$ cat config.mk
export PLATFORM = sky130hd
export DESIGN_NAME = interp_tile_scanner_flat
export DESIGN_NICKNAME = d
export VERILOG_FILES = /design/src/rtl/interp_tile_scanner_if.sv /design/src/rtl/interp_tile_scanner.sv /design/src/flat_wrapper.sv
export SDC_FILE = /design/constraint.sdc
export NUM_CORES = 1
export LEC_CHECK = 0
export ABC_CLOCK_PERIOD_IN_PS = 2350
export CORE_ASPECT_RATIO = 1.2
export CORE_UTILIZATION = 46
export CTS_BUF_LIST = sky130_fd_sc_hd__clkbuf_2
export CTS_CLUSTER_SIZE = 20
export DETAILED_ROUTE_END_ITERATION = 10
export GPL_ROUTABILITY_DRIVEN = 0
export PLACE_DENSITY = 0.87
export SETUP_SLACK_MARGIN = 0.3
export SYNTH_ARGS = -nofsm -noshare
export SYNTH_HDL_FRONTEND = slang
export SYNTH_SLANG_ARGS = --single-unit
$ cat constraint.sdc
create_clock -name clock_i -period 2.35 [get_ports clock_i]
set_input_delay 0.235 -clock clock_i [delete_from_list [all_inputs] [get_ports clock_i]]
set_output_delay 0.235 -clock clock_i [all_outputs]
set_load 0.02 [all_outputs]
$ cat src/rtl/interp_tile_scanner_if.sv
// interp_tile_scanner_if: scanner control, interpolator and pixel-stream signals; bbox inputs exist only with INTERP_SCAN_BBOX_EN
interface interp_tile_scanner_if;
  logic        start, abort, busy, setup, done;
  logic [11:0] tile_x, tile_y, x_ps, y_ps, pix_x, pix_y;
  logic [63:0] interp_in, pix_z;
  logic        pix_valid, pix_ready, pix_last;
`ifdef INTERP_SCAN_BBOX_EN
  logic [11:0] bbox_x0, bbox_x1, bbox_y0, bbox_y1;
`endif
  modport master (
    input  start, abort, tile_x, tile_y, interp_in, pix_ready,
`ifdef INTERP_SCAN_BBOX_EN
    input  bbox_x0, bbox_x1, bbox_y0, bbox_y1,
`endif
    output busy, setup, x_ps, y_ps, pix_valid, pix_x, pix_y, pix_z, pix_last, done
  );
  modport slave (
    output start, abort, tile_x, tile_y, interp_in, pix_ready,
`ifdef INTERP_SCAN_BBOX_EN
    output bbox_x0, bbox_x1, bbox_y0, bbox_y1,
`endif
    input  busy, setup, x_ps, y_ps, pix_valid, pix_x, pix_y, pix_z, pix_last, done
  );
endinterface

$ cat src/rtl/interp_tile_scanner.sv
// interp_tile_scanner: sequences the plane interpolator over one tile in raster order into a valid/ready pixel stage.
// INTERP_SCAN_BBOX_EN clips the scan to the intersection of the tile and an inclusive absolute bounding box.
module interp_tile_scanner #(
  parameter int TILE_W       = 32,
  parameter int TILE_H       = 32,
  parameter int SETUP_CYCLES = 4
) (
  input logic                   clock_i,
  input logic                   reset_n_i,
  interp_tile_scanner_if.master scan
);
  localparam int XW = $clog2(TILE_W);
  localparam int YW = $clog2(TILE_H);
  localparam int SW = $clog2(SETUP_CYCLES + 1);
  typedef enum logic [1:0] {IDLE, SETUP, SCAN, FLUSH} state_t;
  state_t        state_q, state_d;
  logic [11:0]   ox_q, ox_d, oy_q, oy_d, pix_x_q, pix_x_d, pix_y_q, pix_y_d, x_ps, y_ps;
  logic [XW-1:0] cx_q, cx_d, xlo, xhi, xlo_n;
  logic [YW-1:0] cy_q, cy_d, ylo, yhi, ylo_n;
  logic [SW-1:0] scnt_q, scnt_d;
  logic [63:0]   pix_z_q, pix_z_d;
  logic          setup_q, setup_d, valid_q, valid_d, last_q, last_d, done_q, done_d;
  logic          empty, at_xhi, at_last, advance;
`ifdef INTERP_SCAN_BBOX_EN
  // Intersection is taken on unwrapped 13-bit coordinates, then stored tile-relative.
  logic [XW-1:0] xlo_q, xhi_q;
  logic [YW-1:0] ylo_q, yhi_q;
  logic          empty_q;
  logic [12:0]   tx0, tx1, ty0, ty1, lx, hx, ly, hy;
  assign tx0 = {1'b0, scan.tile_x};
  assign ty0 = {1'b0, scan.tile_y};
  assign tx1 = tx0 + 13'(TILE_W - 1);
  assign ty1 = ty0 + 13'(TILE_H - 1);
  assign lx = {1'b0, scan.bbox_x0} > tx0 ? {1'b0, scan.bbox_x0} : tx0;
  assign hx = {1'b0, scan.bbox_x1} < tx1 ? {1'b0, scan.bbox_x1} : tx1;
  assign ly = {1'b0, scan.bbox_y0} > ty0 ? {1'b0, scan.bbox_y0} : ty0;
  assign hy = {1'b0, scan.bbox_y1} < ty1 ? {1'b0, scan.bbox_y1} : ty1;
  assign xlo_n = XW'(lx - tx0);
  assign ylo_n = YW'(ly - ty0);
  always_ff @(posedge clock_i) begin
    if (!reset_n_i) begin
      xlo_q   <= '0;
      xhi_q   <= '0;
      ylo_q   <= '0;
      yhi_q   <= '0;
      empty_q <= 1'b0;
    end else if (state_q == IDLE && scan.start) begin
      xlo_q   <= xlo_n;
      xhi_q   <= XW'(hx - tx0);
      ylo_q   <= ylo_n;
      yhi_q   <= YW'(hy - ty0);
      empty_q <= lx > hx || ly > hy;
    end
  end
  assign xlo   = xlo_q;
  assign xhi   = xhi_q;
  assign ylo   = ylo_q;
  assign yhi   = yhi_q;
  assign empty = empty_q;
`else
  assign xlo_n = '0;
  assign ylo_n = '0;
  assign xlo   = '0;
  assign ylo   = '0;
  assign xhi   = XW'(TILE_W - 1);
  assign yhi   = YW'(TILE_H - 1);
  assign empty = 1'b0;
`endif
  assign x_ps    = ox_q + 12'(cx_q);
  assign y_ps    = oy_q + 12'(cy_q);
  assign at_xhi  = cx_q == xhi;
  assign at_last = at_xhi && cy_q == yhi;
  assign advance = state_q == SCAN && (!valid_q || scan.pix_ready);
  always_comb begin
    state_d = state_q;
    ox_d    = ox_q;
    oy_d    = oy_q;
    cx_d    = cx_q;
    cy_d    = cy_q;
    scnt_d  = scnt_q;
    pix_x_d = pix_x_q;
    pix_y_d = pix_y_q;
    pix_z_d = pix_z_q;
    valid_d = valid_q;
    last_d  = last_q;
    setup_d = 1'b0;
    done_d  = 1'b0;
    if (state_q != IDLE && scan.abort) begin
      state_d = IDLE;
      valid_d = 1'b0;
      last_d  = 1'b0;
    end else begin
      case (state_q)
        IDLE: if (scan.start) begin
          state_d = SETUP;
          ox_d    = scan.tile_x;
          oy_d    = scan.tile_y;
          cx_d    = xlo_n;
          cy_d    = ylo_n;
          scnt_d  = '0;
          setup_d = 1'b1;
        end
        SETUP: if (scnt_q == SW'(SETUP_CYCLES - 1)) begin
          state_d = empty ? IDLE : SCAN;
          done_d  = empty;
        end else scnt_d = scnt_q + 1'b1;
        SCAN: if (advance) begin
          pix_x_d = x_ps;
          pix_y_d = y_ps;
          pix_z_d = scan.interp_in;
          valid_d = 1'b1;
          last_d  = at_last;
          cx_d    = at_xhi ? xlo : cx_q + 1'b1;
          cy_d    = at_xhi ? cy_q + 1'b1 : cy_q;
          state_d = at_last ? FLUSH : SCAN;
        end
        FLUSH: if (valid_q && scan.pix_ready) begin
          valid_d = 1'b0;
          last_d  = 1'b0;
          done_d  = 1'b1;
          state_d = IDLE;
        end
        default: state_d = IDLE;
      endcase
    end
  end
  always_ff @(posedge clock_i) begin
    if (!reset_n_i) begin
      state_q <= IDLE;
      ox_q    <= '0;
      oy_q    <= '0;
      cx_q    <= '0;
      cy_q    <= '0;
      scnt_q  <= '0;
      pix_x_q <= '0;
      pix_y_q <= '0;
      pix_z_q <= '0;
      valid_q <= 1'b0;
      last_q  <= 1'b0;
      setup_q <= 1'b0;
      done_q  <= 1'b0;
    end else begin
      state_q <= state_d;
      ox_q    <= ox_d;
      oy_q    <= oy_d;
      cx_q    <= cx_d;
      cy_q    <= cy_d;
      scnt_q  <= scnt_d;
      pix_x_q <= pix_x_d;
      pix_y_q <= pix_y_d;
      pix_z_q <= pix_z_d;
      valid_q <= valid_d;
      last_q  <= last_d;
      setup_q <= setup_d;
      done_q  <= done_d;
    end
  end
  assign scan.busy      = state_q != IDLE;
  assign scan.setup     = setup_q;
  assign scan.x_ps      = x_ps;
  assign scan.y_ps      = y_ps;
  assign scan.pix_valid = valid_q;
  assign scan.pix_x     = pix_x_q;
  assign scan.pix_y     = pix_y_q;
  assign scan.pix_z     = pix_z_q;
  assign scan.pix_last  = last_q;
  assign scan.done      = done_q;
endmodule

$ cat src/flat_wrapper.sv
// flat-port wrapper written by rule: the top's interface ports become plain ports
module interp_tile_scanner_flat 
#(
  parameter int TILE_W       = 32,
  parameter int TILE_H       = 32,
  parameter int SETUP_CYCLES = 4
)
  (clock_i, reset_n_i, scan_start, scan_abort, scan_tile_x, scan_tile_y, scan_interp_in, scan_pix_ready, scan_busy, scan_setup, scan_x_ps, scan_y_ps, scan_pix_valid, scan_pix_x, scan_pix_y, scan_pix_z, scan_pix_last, scan_done);
  interp_tile_scanner_if scan_i ();
  input logic clock_i;
  input logic reset_n_i;
  input wire logic [$bits(scan_i.start)-1:0] scan_start;
  input wire logic [$bits(scan_i.abort)-1:0] scan_abort;
  input wire logic [$bits(scan_i.tile_x)-1:0] scan_tile_x;
  input wire logic [$bits(scan_i.tile_y)-1:0] scan_tile_y;
  input wire logic [$bits(scan_i.interp_in)-1:0] scan_interp_in;
  input wire logic [$bits(scan_i.pix_ready)-1:0] scan_pix_ready;
  output wire logic [$bits(scan_i.busy)-1:0] scan_busy;
  output wire logic [$bits(scan_i.setup)-1:0] scan_setup;
  output wire logic [$bits(scan_i.x_ps)-1:0] scan_x_ps;
  output wire logic [$bits(scan_i.y_ps)-1:0] scan_y_ps;
  output wire logic [$bits(scan_i.pix_valid)-1:0] scan_pix_valid;
  output wire logic [$bits(scan_i.pix_x)-1:0] scan_pix_x;
  output wire logic [$bits(scan_i.pix_y)-1:0] scan_pix_y;
  output wire logic [$bits(scan_i.pix_z)-1:0] scan_pix_z;
  output wire logic [$bits(scan_i.pix_last)-1:0] scan_pix_last;
  output wire logic [$bits(scan_i.done)-1:0] scan_done;
  assign scan_i.start = scan_start;
  assign scan_i.abort = scan_abort;
  assign scan_i.tile_x = scan_tile_x;
  assign scan_i.tile_y = scan_tile_y;
  assign scan_i.interp_in = scan_interp_in;
  assign scan_i.pix_ready = scan_pix_ready;
  assign scan_busy = scan_i.busy;
  assign scan_setup = scan_i.setup;
  assign scan_x_ps = scan_i.x_ps;
  assign scan_y_ps = scan_i.y_ps;
  assign scan_pix_valid = scan_i.pix_valid;
  assign scan_pix_x = scan_i.pix_x;
  assign scan_pix_y = scan_i.pix_y;
  assign scan_pix_z = scan_i.pix_z;
  assign scan_pix_last = scan_i.pix_last;
  assign scan_done = scan_i.done;
  interp_tile_scanner #(.TILE_W(TILE_W), .TILE_H(TILE_H), .SETUP_CYCLES(SETUP_CYCLES)) u_core (.clock_i(clock_i), .reset_n_i(reset_n_i), .scan(scan_i));
endmodule
* After elaboration in Yosys (flattened, before gate mapping) *
Cells that the tools add are included.

storage, ports and cells
  bits in registers = 131
  bits in read-only memories = 0
  latch bits = 0
  bits in writable memories = 0
  input port bits = 93
  output and inout port bits = 117
  memories = 0

cells by class
  eq/ne operators = 12
  mux-type cells = 23
  shifts and indexed selects = 0
  multiply operators = 0
  bitwise gates (word level) = 4
  reductions and logical operators = 21
  add/sub/neg operators = 5
  magnitude comparators = 0
  div/mod/pow operators = 0

operators with widths
  kind                                                                     number
  5-bit 2-to-1 mux                                                         5
  12-bit by 5-bit adder with 12-bit output                                 2
  5-bit case mux with 2 select lines                                       2
  4-bit AND reduction                                                      3
  5-bit by 1-bit adder with 5-bit output, second input constant            2
  5-bit == test, second input constant                                     2
  3-bit AND reduction                                                      3
  2-bit 2-to-1 mux                                                         4
  2-bit by 1-bit inequality test with 1-bit output, second input constant  4
  2-bit case mux with 4 select lines                                       1
  2-bit nonzero test                                                       4
  1-bit 2-to-1 mux                                                         6
  3-bit 2-to-1 mux                                                         2
  3-bit case mux with 2 select lines                                       1
  3-bit OR reduction                                                       2
  5-bit AND reduction                                                      1
  2-bit == test, second input constant                                     2
  1-bit logical AND                                                        4
  2-bit inequality test, second input constant                             2
  1-bit inverter                                                           4
  1-bit case mux with 2 select lines                                       2
  3-bit by 1-bit adder with 3-bit output, second input constant            1
  3-bit by 2-bit == test with 1-bit output, second input constant          1
  2-bit by 1-bit == test with 1-bit output, second input constant          1
  other kinds (4)                                                          4

* Logic depth before layout (Yosys ltp) *
  word-level depth = 5
  gate-level depth with buffers = 9
  depth with buffers taken out = 8

* Least setup slack after synthesis *
Ideal clock, no wire load.

  kind = register to register
  from = register u_core.cx_q[0]
  to = register u_core.pix_x_q[8] (netlist: u_core.scan.pix_x[8])
  path buffers = 0
  required time = 2.292 ns
  setup time = 0.058 ns
  path slack = 0.175 ns
  arrival = 2.117 ns
  cell stages (with the launch flop) = 9
  path through = dfxtp_1 ha_1 inv_1 fa_1 nand2b_1 a21oi_1 o211ai_1 xnor2_1 o21ba_2

on the way
  word-level cells in the longest chain between the ends = 1

RTL lines
  what                                      RTL line                    text
  start, declared                           interp_tile_scanner.sv:18   logic [XW-1:0] cx_q, cx_d, xlo, xhi, xlo_n;
  start signal, assigned                    interp_tile_scanner.sv:132  cx_q <= '0;
  start signal, assigned                    interp_tile_scanner.sv:146  cx_q <= cx_d;
  12-bit by 5-bit adder with 12-bit output  interp_tile_scanner.sv:69   assign x_ps = ox_q + 12'(cx_q);
  net scan_x_ps[8]                          flat_wrapper.sv:20          output wire logic [$bits(scan_i.x_ps)-1:0] scan_x_ps;
  end signal, assigned                      interp_tile_scanner.sv:149  pix_x_q <= pix_x_d;
  end, declared                             interp_tile_scanner.sv:17   logic [11:0] ox_q, ox_d, oy_q, oy_d, pix_x_q, pix_x_d, pix_y_q, pix_y_d, x_ps, y_ps;

The timed path passes the listed nets, and every way through them passes these cells.
A chain may end at the register's enable or synchronous reset.

* Final worst setup path *
  from = register u_core.cy_q[0]
  to = output port scan_y_ps[8]

on the way
  word-level cells in the longest chain between the ends = 1

RTL lines
  what                                      RTL line                    text
  start, declared                           interp_tile_scanner.sv:19   logic [YW-1:0] cy_q, cy_d, ylo, yhi, ylo_n;
  start signal, assigned                    interp_tile_scanner.sv:147  cy_q <= cy_d;
  12-bit by 5-bit adder with 12-bit output  interp_tile_scanner.sv:70   assign y_ps = oy_q + 12'(cy_q);
  end, declared                             flat_wrapper.sv:21          output wire logic [$bits(scan_i.y_ps)-1:0] scan_y_ps;

No other way between the ends.

==> flow_summary.yaml <==
timing:
  relSlewSlack_pct: 54.5
  layout_setup_ws_ns: -0.392
  finalSetupTns_ns: -5.00
  max_slew.worst_pin.slew_ns: 0.677
  max_freq_mhz: 365
  skew_ns: 0.0274
  final_hold_viol_count: 0
  finalCritPeriodShare_pct: 117
  maxSlewViolCount: 0
  setup_viol: 18
  min_period_ns: 2.74
  rsz0062_at_grt: "yes"
setup_path:
  cp.arrival_ns: 2.51
  crit_fanout: 3
  cp-end-kind: "output pin"
  crit_type: "reg2out"
  cp-start-kind: "register"
  cp.required_ns: 2.12
synthesis:
  synth_cells: 676
  synthTopCellsByCount: "nand2_1 (207), dfxtp_1 (131), a21boi_0 (85), a21oi_1 (22), clkbuf_1 (22)"
  ys_ff_latch: 131
  yosys.area_share.adder_pct: 5.05
  yosys.area_share.simple_pct: 19.4
  synth_compound_area_share_pct: 21.7
  synth_top_family_by_area: "compound AO/OA/AOI/OAI gates"
  yosysWarnings: 0
  synth-edff-count: 0
  syn_nets: 791
  ys.flop_type: "dfxtp_1"
  netlist.area_leader.share_pct: 45.6
  synth_seq_area_share_pct: 45.6
  postSynth.asyncResetShare_pct: 0
  synth.most_common_cell: "nand2_1"
  syn_avg_cell_area_um2: 8.50
  synthTopCellsByArea: "dfxtp_1 (46%), nand2_1 (14%), a21boi_0 (11%)"
  syn_area_mm2: 0.00575
  ys_types: 47
  synth-xor-area-share_pct: 3.05
  yosysTopAreaCell: "dfxtp_1"
  synthMuxAreaShare_pct: 0.697
routing:
  first_pass_iters: 5
  ant_nets: 0
  routed_wl_mm: 17.7
  wire_per_inst_um: 16.1
  drc: 0
  vias: 5671
  drt-vias-per-instance: 5.17
  drtIter0Drc: 280
floorplan:
  die_y_um: 124
  rows: 44
  coreArea_mm2: 0.0121
  die_x_um: 104
  io_pins: 210
  dieArea_mm2: 0.0129
  initial_core_util_pct: 47.4
power_and_ir_drop:
  switchingPower_uw: 2820
  powerDensity_mw_per_mm2: 787
  seqPwrFrac_pct: 39.4
  combPwrFrac_pct: 43.9
  internal_power_uw: 4330
  ir_worst_vdd_uv: 566
  p_sw_share_pct: 39.4
  pwr-share-clk_pct: 16.6
  p_leak_uw: 0.00349
run_status:
  failed_checks: "negative setup slack"
  status: "finished, violations left"
clocking:
  cts_buffers: 17
  cts-htree-levels: 4
  cts_root_buf: "clkbuf_2"
  clk_pin_slew_worst_paths_ns: 0.21
  cts_sinks: 131
  clock_path_buffers: 2
  cts_tree: "built"
  clk_latency_ns: 0.67
finish:
  fill_cells: 829
  syn_to_final_growth_pct: 58.2
  fin_nets: 1038
  drive_gt1_share_pct: 23.3
  antenna_cells: 0
grt:
  grt_max_degree: 69
  overflow: 0
  grtUsageTotal_pct: 25.1
  grt_first_pass_wirelength_mm: 26.1
  grt_pass1_vias: 5309
  antenna_found_initial: 0
job:
  cap_violations: 0
placed_design:
  dpl.hpwl_mm: 11.1
  port-buffer-count: 209
  place_ws_ns: -0.293
hold_path:
  hp-class: "in2reg"
-- layout make-up --
class                   instances  area, um2  share of cell area (%)
flip-flops and latches        131       2640                    29.1
inverters                      17       63.8                   0.702
clock inverters                14        109                    1.20
multi-input cells             486       3360                    37.0
clock buffers                  18       90.1                   0.991
well taps                     161        201                    2.22
repair buffers                270       2620                    28.8
-- stage by stage --
stage	hold slack, ns	std cells	util, %	power [uW]	instance area [um2]
after global routing	-0.00507	1097	75.0	7570	9090
after CTS	0.00498	1081	71.9	7010	8710
after global placement	0.437	1036	67.6	5670	8180
final	0.0821	1097	75.0	7160	9090
after floorplan	0.370	676	-	4440	5790
after detailed placement	0.444	1036	67.6	5730	8180
-- layout by cell type, fill, tap and decap left out, types with 7 or more instances in the layout --
cell,netlist,final
o21ba_2,12,12
inv_1,17,12
a21boi_0,85,85
ha_1,20,8
nand3_1,13,12
nor2_1,14,12
nand2_1,207,202
a21oi_1,22,8
buf_4,1,60
dfxtp_2,0,13
a21oi_4,0,9
clkdlybuf4s50_1,0,181
ha_4,0,9
buf_6,1,19
clkbuf_2,0,18
o21ai_0,16,14
dfxtp_1,131,117
a21boi_1,12,12
and3_1,9,7
xnor2_2,0,9
-- timing repair --
action / CTS / global route
hold buffers: 0 / 0
pin swaps: 32 / 28
setup buffers: 13 / 16
cloned: 0 / 0
gates resized for setup: 186 / 47
setup endpoints to repair: 29 / 28
-- final timing paths --
kind | from | end | slack, ns | cells past startpoint
worst max register to register | u_core.cx_q[0] | u_core.scan.pix_x[4] | 0.35 | 11
worst min register to register | u_core.scan.pix_z[2] | u_core.scan.pix_z[2] | 0.46 | 2
worst min-delay path | scan_interp_in[14] | u_core.scan.pix_z[14] | 0.08 | 3
worst max-delay path | u_core.cy_q[0] | scan_y_ps[8] | -0.39 | 8
-- worst max-delay path: stages, from the launching register on --
cell and delay, ns:
dfxtp_2 0.40, ha_4 0.14, inv_2 0.04, fa_2 0.34
nand2b_4 0.17, a21oi_4 0.21, o211ai_1 0.18, xnor2_2 0.18
buf_4 0.16
-- power groups by stage --
stage	clock, uW	combinational (uW)	sequential, uW
floorplan	0	1300	3140
global route	1330	3380	2860
finish	1190	3140	2820
global placement	0	2850	2830
detailed placement	0	2880	2840
CTS	1230	2970	2810
-- layer usage --
layer  up-vias  track usage, %  wire, um  share of wire, %
met5         -               0         0                 0
met4         0            9.24       465               2.6
met3        46            5.97      1140               6.4
met2       259            44.5      8820                50
met1      2610            29.3      7250                41
li1       2756               -         -                 -
-- flip-flops by register name, summed over array words and instances, names as in the netlist --
| name | count |
|---|---|
| u_core.scan.pix_valid | 1 |
| u_core.state_q | 2 |
| u_core.scan.pix_last | 1 |
| u_core.scnt_q | 3 |
| u_core.scan.done | 1 |
| u_core.cx_q | 5 |
| u_core.cy_q | 5 |
| u_core.ox_q | 12 |
| u_core.scan.pix_y | 12 |
| u_core.oy_q | 12 |
| u_core.scan.pix_x | 12 |
| u_core.scan.setup | 1 |
| u_core.scan.pix_z | 64 |
-- kinds of logic after synthesis --
family,Yosys count
simple gates,266
compound gates,174
flops,131
buf+inv,59
fa+ha+maj,22
xor+xnor,20
mux,4
Power figures use the tool's default switching activity.
